<file path="config.mk">
export PLATFORM = sky130hd
export DESIGN_NAME = mine_placer
export DESIGN_NICKNAME = d
export VERILOG_FILES = /design/src/rtl/minesweeper_pkg.sv /design/src/rtl/galois_lfsr.sv /design/src/rtl/mine_placer.sv
export SDC_FILE = /design/constraint.sdc
export NUM_CORES = 1
export LEC_CHECK = 0
export ABC_AREA = 1
export BUFFER_PORTS_ARGS = -buffer_cell sky130_fd_sc_hd__buf_2
export CAP_MARGIN = 20
export CELL_PAD_IN_SITES_DETAIL_PLACEMENT = 0
export CELL_PAD_IN_SITES_GLOBAL_PLACEMENT = 1
export CORE_MARGIN = 3
export CORE_UTILIZATION = 36
export CTS_CLUSTER_DIAMETER = 50
export DETAILED_ROUTE_END_ITERATION = 8
export PLACE_DENSITY = 0.83
export SETUP_SLACK_MARGIN = 0.5
export SLEW_MARGIN = 20
export SYNTH_ARGS = -nofsm -noshare
export SYNTH_HDL_FRONTEND = slang
export SYNTH_SLANG_ARGS = --single-unit
</file>
<file path="constraint.sdc">
create_clock -name clk -period 2.1 [get_ports clk]
set_input_delay 0.42 -clock clk [delete_from_list [all_inputs] [get_ports clk]]
set_output_delay 0.42 -clock clk [all_outputs]
set_load 0.03 [all_outputs]
</file>
<file path="src/rtl/minesweeper_pkg.sv">
// Shared MineSweeper types: FSM states, board-size helper, LFSR tap masks.
// Used by mine_placer and the datapath/gameboard blocks.
package minesweeper_pkg;

  typedef enum logic [1:0] {
    IDLE,
    CLEAR,
    PLACE,
    DONE
  } state_e;

  function automatic int clog2(input int n);
    int r;
    r = 0;
    while ((1 << r) < n) r++;
    return r;
  endfunction

  // Right-shift Galois masks giving maximal-length sequences
  function automatic logic [31:0] lfsr_mask(input int w);
    logic [31:0] m;
    unique case (w)
      4:       m = 32'h0000_000C;
      5:       m = 32'h0000_0014;
      6:       m = 32'h0000_0030;
      7:       m = 32'h0000_0060;
      8:       m = 32'h0000_00B8;
      9:       m = 32'h0000_0110;
      10:      m = 32'h0000_0240;
      11:      m = 32'h0000_0500;
      12:      m = 32'h0000_0E08;
      13:      m = 32'h0000_1C80;
      14:      m = 32'h0000_3802;
      15:      m = 32'h0000_6000;
      16:      m = 32'h0000_B400;
      17:      m = 32'h0001_2000;
      18:      m = 32'h0002_0400;
      19:      m = 32'h0007_2000;
      20:      m = 32'h0009_0000;
      24:      m = 32'h00E1_0000;
      32:      m = 32'hA300_0000;
      default: m = 32'h0;
    endcase
    return m;
  endfunction

endpackage

</file>
<file path="src/rtl/galois_lfsr.sv">
// Right-shift Galois LFSR with synchronous load.
// Advances every cycle unless ld is high.
module galois_lfsr #(
  parameter int W = 16,
  parameter logic [W-1:0] MASK = '0,
  parameter logic [W-1:0] SEED = '1
) (
  input  logic         clk,
  input  logic         resetn,
  input  logic         ld,
  input  logic [W-1:0] ld_val,
  output logic [W-1:0] q
);

  always_ff @(posedge clk or negedge resetn) begin
    if (!resetn) begin
      q <= SEED;
    end else if (ld) begin
      q <= ld_val;
    end else begin
      q <= (q >> 1) ^ (q[0] ? MASK : '0);
    end
  end

endmodule

</file>
<file path="src/rtl/mine_placer.sv">
// Places MINES distinct mines on a ROWS x COLS board from an LFSR stream.
// Define MINE_SAFE_ZONE_EN to keep the 3x3 around safe_idx mine-free.
module mine_placer
  import minesweeper_pkg::*;
#(
  parameter int ROWS   = 8,
  parameter int COLS   = 8,
  parameter int MINES  = 8,
  parameter int LFSR_W = 16,
  parameter logic [LFSR_W-1:0] SEED = 16'hACE1,
  localparam int CELLS = ROWS * COLS,
  localparam int IDX_W = clog2(CELLS)
) (
  input  logic              clk,
  input  logic              resetn,
  input  logic              start,
  input  logic              seed_ld,
  input  logic [LFSR_W-1:0] seed_in,
`ifdef MINE_SAFE_ZONE_EN
  input  logic [IDX_W-1:0]  safe_idx,
`endif
  output logic              busy,
  output logic              done,
  output logic [CELLS-1:0]  mine_map,
  output logic [IDX_W:0]    mine_count
);

  localparam logic [LFSR_W-1:0] MASK = LFSR_W'(lfsr_mask(LFSR_W));
  localparam logic [IDX_W:0] LAST = (IDX_W + 1)'(MINES - 1);
  localparam int PAD_W = 2 ** IDX_W;

`ifdef MINE_SAFE_ZONE_EN
  localparam int MAX_MINES = CELLS - 9;
`else
  localparam int MAX_MINES = CELLS - 1;
`endif

  if (MINES < 1 || MINES > MAX_MINES) begin : g_bad_mines
    $error("mine_placer: MINES out of range");
  end

  if (LFSR_W < IDX_W || MASK == '0) begin : g_bad_lfsr
    $error("mine_placer: unsupported LFSR_W");
  end

  state_e              state;
  logic [LFSR_W-1:0]   lfsr_q;
  logic [LFSR_W-1:0]   ld_val;
  logic                lfsr_ld;
  logic [IDX_W-1:0]    cand;
  logic [PAD_W-1:0]    map_pad;
  logic                excl;
  logic                cand_ok;
  logic                unused_lfsr;

  assign lfsr_ld = seed_ld && (state == IDLE);
  assign ld_val  = (seed_in == '0) ? SEED : seed_in;

  galois_lfsr #(
    .W    (LFSR_W),
    .MASK (MASK),
    .SEED (SEED)
  ) u_lfsr (
    .clk    (clk),
    .resetn (resetn),
    .ld     (lfsr_ld),
    .ld_val (ld_val),
    .q      (lfsr_q)
  );

  assign cand        = lfsr_q[IDX_W-1:0];
  assign unused_lfsr = ^lfsr_q;
  assign map_pad     = PAD_W'(mine_map);

`ifdef MINE_SAFE_ZONE_EN
  logic [IDX_W-1:0] safe_q;
  int cr, cc, sr, sc;

  // Row/col distance test, so the window never wraps across rows
  always_comb begin
    cr   = int'(cand) / COLS;
    cc   = int'(cand) % COLS;
    sr   = int'(safe_q) / COLS;
    sc   = int'(safe_q) % COLS;
    excl = (cr - sr <= 1) && (sr - cr <= 1) &&
           (cc - sc <= 1) && (sc - cc <= 1);
  end
`else
  assign excl = 1'b0;
`endif

  assign cand_ok = (int'(cand) < CELLS) && !map_pad[cand] && !excl;

  always_ff @(posedge clk or negedge resetn) begin
    if (!resetn) begin
      state      <= IDLE;
      mine_map   <= '0;
      mine_count <= '0;
      busy       <= 1'b0;
      done       <= 1'b0;
`ifdef MINE_SAFE_ZONE_EN
      safe_q     <= '0;
`endif
    end else begin
      done <= 1'b0;
      unique case (state)
        IDLE: begin
          if (start) begin
            state <= CLEAR;
            busy  <= 1'b1;
`ifdef MINE_SAFE_ZONE_EN
            safe_q <= safe_idx;
`endif
          end
        end
        CLEAR: begin
          mine_map   <= '0;
          mine_count <= '0;
          state      <= PLACE;
        end
        PLACE: begin
          if (cand_ok) begin
            mine_map   <= mine_map | (CELLS'(1) << cand);
            mine_count <= mine_count + (IDX_W + 1)'(1);
            if (mine_count == LAST) begin
              state <= DONE;
              busy  <= 1'b0;
              done  <= 1'b1;
            end
          end
        end
        DONE: begin
          state <= IDLE;
        end
      endcase
    end
  end

endmodule

</file>
Word-level counts from Yosys, hierarchy flattened
Cells that the tools add are included.

Output and inout port bits: 73. Bits in registers: 91. Memory bits (writable): 0. Logic and storage cells: 46. Memories: 0. Bits in read-only memories: 0. Bits in latches: 0.

Shift operators: 1. Magnitude comparators: 1. $add $sub $neg: 1. Bitwise operators: 2. Multiplexer cells: 20. Div/mod/pow operators: 0. Reduce and logical (&&, ||, !) cells: 8. Equal/unequal tests: 7. $mul: 0.

Operator list (number): 64-bit one-hot mux with 2 select lines (1); 64-bit 2-to-1 mux (1); 64-bit OR (1); 1-bit by 6-bit left shift with 64-bit output (first input constant) (1); 16-bit 2-to-1 mux (3); 16-bit zero test (1); 15-bit by 16-bit XOR with 16-bit output (1); 7-bit one-hot mux with 2 select lines (1); 2-bit one-hot mux with 4 select lines (1); 7-bit by 1-bit adder with 7-bit output (second input constant) (1); 7-bit by 3-bit equality test with 1-bit output (second input constant) (1); 6-bit by 7-bit less-than comparator with 1-bit output (second input constant) (1); 1-bit 2-to-1 mux (7); 7-bit 2-to-1 mux (1); 1-bit binary-select mux with 6-bit select (1); 2-bit 2-to-1 mux (3); 2-bit != test (second input constant) (3); 2-bit equality test (second input constant) (2); 4-bit AND reduction (1); 2-bit nonzero test (2); 3-bit AND reduction (1); 2-bit by 1-bit equality test with 1-bit output (second input constant) (1); 2-bit zero test (1); 1-bit one-hot mux with 2 select lines (1); other kinds (2) (2).

Depth between registers and ports, before layout
Word-level depth: 4. Gate-level depth with buffers: 16.

Cells and area by module
From an unflattened synthesis, not the netlist that was laid out.

Cells, all modules: 758. Area total of the unflattened synthesis: 5400.2 um^2.

By module, submodules not included: mine_placer (area an instance 4710.8 um^2, cells each 681, times used 1, sequential area each 1876.8 um^2); galois_lfsr (area an instance 689.4 um^2, cells each 77, times used 1, sequential area each 410.4 um^2).

Least setup slack after synthesis
No wires, ideal clock.

Path type: register -> register. Start point: register u_lfsr.q[0]. End point: register mine_map[27]. Slack: 0.125 ns. Stages on the path, launching flop included: 16. Path buffers: 4. Data arrival time: 1.851 ns. Setup time: 0.124 ns. Required time: 1.976 ns. Cell sequence: dfstp_2 buf_4 buf_6 nand2_1 o21ai_1 nand2_1 nand3_1 nand3_1 nand3_1 nand3_1 nand2_1 nand2_2 nand2_2 buf_6 buf_4 o21ai_1.

Word-level cells in the longest chain between the ends: 4. Elaborated cells on any way between the ends: 8.

Ends and longest elaborated chain: from (decl) (RTL line galois_lfsr.sv:12) `output logic [W-1:0] q`; from (signal assigned) (RTL line galois_lfsr.sv:19) `q <= ld_val;`; from (signal assigned) (RTL line galois_lfsr.sv:21) `q <= (q >> 1) ^ (q[0] ? MASK : '0);`; 1-bit binary-select mux with 6-bit select or 1-bit by 6-bit left shift with 64-bit output (tied branches) (RTL line mine_placer.sv:92, mine_placer.sv:123); 1-bit 2-to-1 mux (implied by the code) or 64-bit OR (tied branches) (RTL line mine_placer.sv:92, mine_placer.sv:123); 2-bit != test (no source line) or 64-bit 2-to-1 mux (tied branches); 2-bit AND reduction (no source line) or 64-bit one-hot mux with 2 select lines (tied branches); to (signal assigned) (RTL line mine_placer.sv:123) `mine_map <= mine_map | (CELLS'(1) << cand);`; to (decl) (RTL line mine_placer.sv:24) `output logic [CELLS-1:0] mine_map,`.

Parallel ways exist; a longest one is shown, timed or not. The select of a mux whose other input is x is not followed. A chain may end at the register's enable or synchronous reset.

Worst setup path after layout
Start point: register u_lfsr.q[0]. End point: register done.

Word-level cells in the longest chain between the ends: 4.

Ends and longest elaborated chain: 1-bit binary-select mux with 6-bit select (RTL line mine_placer.sv:92) `assign cand_ok = (int'(cand) < CELLS) && !map_pad[cand] && !excl;`; 1-bit 2-to-1 mux (implied by the code) (RTL line mine_placer.sv:92); 1-bit 2-to-1 mux (RTL line mine_placer.sv:122) `if (cand_ok) begin`; 1-bit 2-to-1 mux (RTL line mine_placer.sv:106) `unique case (state)`; to (signal assigned) (RTL line mine_placer.sv:100) `done <= 1'b0;`; to (signal assigned) (RTL line mine_placer.sv:105) `done <= 1'b0;`; to (signal assigned) (RTL line mine_placer.sv:128) `done <= 1'b1;`; to (decl) (RTL line mine_placer.sv:23) `output logic done,`.

No other way between the ends. The select of a mux whose other input is x is not followed.

==> results.tsv <==
metric	value	unit
Critical Path Sink Type	flop	
fin. max-slew vios	0	
RePlAce Congestion	0.8317	
Seq/Total Area, Yosys	0.4451	
io pins	93	
R2R Path End	done	
die height	125.5	um
Initial Utilization	0.3688	
wire length of the first global-routing pass	25.89	mm
RSZ-0062 raised after global routing	yes	
vias after detailed routing	5300	
most area-hungry cell type in the Yosys netlist	dfrtp_1	
Post-Route WL	17.02	mm
CP Max Fanout	6	
final setup vio count	75	
syn nets	740	
reg2reg start	u_lfsr.q[0]	
GRT Overall Usage	0.2048	
Clock Tree Root	clkbuf_16	
number of synthesized register bits	91	
PD cells	1584	nW/um2
post-synthesis cell area	5139	um2
Slowest cell on crit path	dfstp_2	
Netlist cell types	27	
I/O Buffers	92	
Remaining DRCs	0	
slowest stage delay, CP	0.56	ns
fin util	0.4883	
syn avg cell area	7.167	um2
worst ir drop on vdd	0.9533	mV
die area	15740	um2
die span in x	125.5	um
slew of the pin with the lowest slew margin	0.5215	ns
HP Class	in -> async	
aggregate global routing overflow	0	
vias per cell	5.258	
Worst R2R Setup Slack	-0.15	ns
Final min period	2.247	ns
CTS clk-pin slew, worst paths	0.07	ns
violated checks	negative setup slack	
Crit path required time	2.38	ns
FF-to-FF path depth	14	
layout overhead on the synthesized area	32.41	%
kind of cell adding the most delay to the critical path	buffers and inverters	
Core ar.	13930	um2
clk buf depth	2	
CTS buffer count	9	
fmax	445.0	MHz
WP data arrival	2.53	ns
initial antenna violation count	0	
Clock Sinks	91	
final clock skew	0.006791	ns
Crit path buffers/inverters	6	
CTS tree	built	
H-tree levels	3	
largest net degree at the start of global routing	92	
Clock Latency Late Sink	0.36	ns
Max Cap Viol	0	
outcome	finished with violations	
ranking of synthesized cells by area	dfrtp_1, nand2_1, o21ai_1	
final net count	846	
final setup TNS	-6.707	ns
vias in the first global route	4844	
crit share post-route	1.070	
placed insts	970	
CP startpoint kind	flop	
WL/cell	16.88	um
Synth top area share	0.4042	
drt initial violations	422	
1st-pass router iterations	5	
Post-Layout Cell Count	1008	
fraction of layout cells with a size suffix above 1	0.2645	
Routed Antenna Nets	0	
Worst Setup Path Type	reg -> reg	
row cnt	43	
Leakage	3.190	nW
max_slew headroom	0.6523	
cell count after synthesis	717	
Final HPWL DP	10.46	mm
cell chain of the critical path	buf_6 > buf_12 > nor2_4 > a21oi_2 > nand4_1 > nand3_2 > nand3_2 > nand3_2 > nand2_4 > buf_4 > buf_6 > buf_4 > buf_4 > nor3_2	
endpoints failing hold	0	
Critical Path Start	u_lfsr.q[0]	
PnR worst setup slack	-0.1473	ns
synth warn	0	
ANT cells	0	
worst reg2reg max path: stages, from the launching register on:
cell and delay, ns:
dfstp_2 0.56, buf_6 0.16, buf_12 0.14, nor2_4 0.05
a21oi_2 0.12, nand4_1 0.14, nand3_2 0.11, nand3_2 0.08
nand3_2 0.09, nand2_4 0.08, buf_4 0.14, buf_6 0.10
buf_4 0.12, buf_4 0.13, nor3_2 0.17
layer usage:
layer  vias up  wire, um  global-route usage
met5         -         0                   0
met4         0       353             0.07781
met3        25      1152             0.03460
met2       172      7869              0.3112
met1      2518      7643              0.2927
li1       2585         -                   -
logic make-up after synthesis:
family | Yosys count | synth area share
buffers and inverters | 79 | 0.07914
DFF | 91 | 0.4451
adders and majority gates | 3 | 0.007305
xor gates and xnor gates | 3 | 0.005114
AOI/OAI and AO/OA | 160 | 0.1583
and+or+nand+nor | 381 | 0.3051
cells in the final DEF (no fill, tap or decap), types with 8 or more instances in the layout:
cell | synthesis | final
clkbuf_16 | 0 | 14
nand3_1 | 57 | 41
buf_2 | 10 | 91
dfrtp_1 | 83 | 83
nand3_2 | 0 | 16
nand2_1 | 218 | 215
nand4_1 | 12 | 12
o21ai_2 | 0 | 20
nor2_1 | 78 | 78
o21ai_1 | 78 | 59
buf_4 | 4 | 26
buf_6 | 11 | 10
inv_1 | 24 | 24
o21ai_0 | 72 | 71
dfstp_2 | 8 | 8
power breakdown:
part           internal, mW  leakage (nW)  switching (mW)
combinational          2.68          1.81            3.93
clock                  1.08         0.163           0.717
sequential             2.11          1.22           0.267
state kept, by name (all words and copies together) (netlist names):
name        count
mine_map       64
u_lfsr.q       16
mine_count      7
state           2
busy            1
done            1
cell usage after synthesis:
| cell type | count |
|---|---|
| dfrtp_1 | 83 |
| o21ai_1 | 78 |
| nand3b_1 | 2 |
| nand2_1 | 218 |
| nor4_1 | 4 |
| buf_6 | 11 |
| ha_1 | 3 |
| or2_2 | 1 |
| buf_2 | 10 |
| clkinv_1 | 3 |
| nor2_1 | 78 |
| buf_4 | 4 |
| o21ai_0 | 72 |
| nand2_2 | 2 |
| nand3_1 | 57 |
| nand4_1 | 12 |
| clkbuf_1 | 20 |
| a22oi_1 | 4 |
| buf_1 | 5 |
| inv_1 | 24 |
| o21a_1 | 1 |
| inv_2 | 2 |
| nor3_1 | 5 |
| nor2_2 | 2 |
| xnor2_1 | 3 |
| dfstp_2 | 8 |
| a21oi_1 | 5 |
per-stage QoR:
stage / hold slack [ns] / instance area [um2] / total power [mW] / setup slack (ns)
after floorplan: 0.1244 / 5156 / 5.625 / 0.1941
after global placement: 0.4300 / 5844 / 6.730 / -0.01100
after detailed placement: 0.4535 / 5844 / 6.752 / -0.06372
after CTS: 0.1213 / 6440 / 9.693 / -0.05313
after global routing: 0.1429 / 6804 / 11.35 / -0.2982
final: 0.08922 / 6804 / 10.78 / -0.1473
area by class of cell:
type                       count  area, um2
fill                        1401       7131
multi-input combinational    548       2681
sequential                    91       2287
timing repair buffer         144       1174
clock buffer                  10      239.0
tap                          180      225.2
inverter                      29      110.1
clock inverter                 6      87.58
worst max path at each step:
stage | cells after the start | endpoint | slack (ns)
3_3_place_gp | 15 | mine_map[7] | -0.01
4_1_cts | 15 | mine_map[40] | -0.05
5_1_grt | 14 | done | -0.30
2_1_floorplan | 16 | mine_count[5] | 0.19
3_5_place_dp | 15 | mine_map[8] | -0.06
6_report | 14 | done | -0.15
timing repair:
| item | CTS | global route |
|---|---|---|
| hold buffers | 0 | 0 |
| endpoints found under the setup margin | 76 | 75 |
| buffers inserted | 8 | 3 |
| resized for setup | 19 | 50 |
| pin swaps | 0 | 6 |
| cloned | 5 | 6 |
Power figures use the tool's default switching activity.
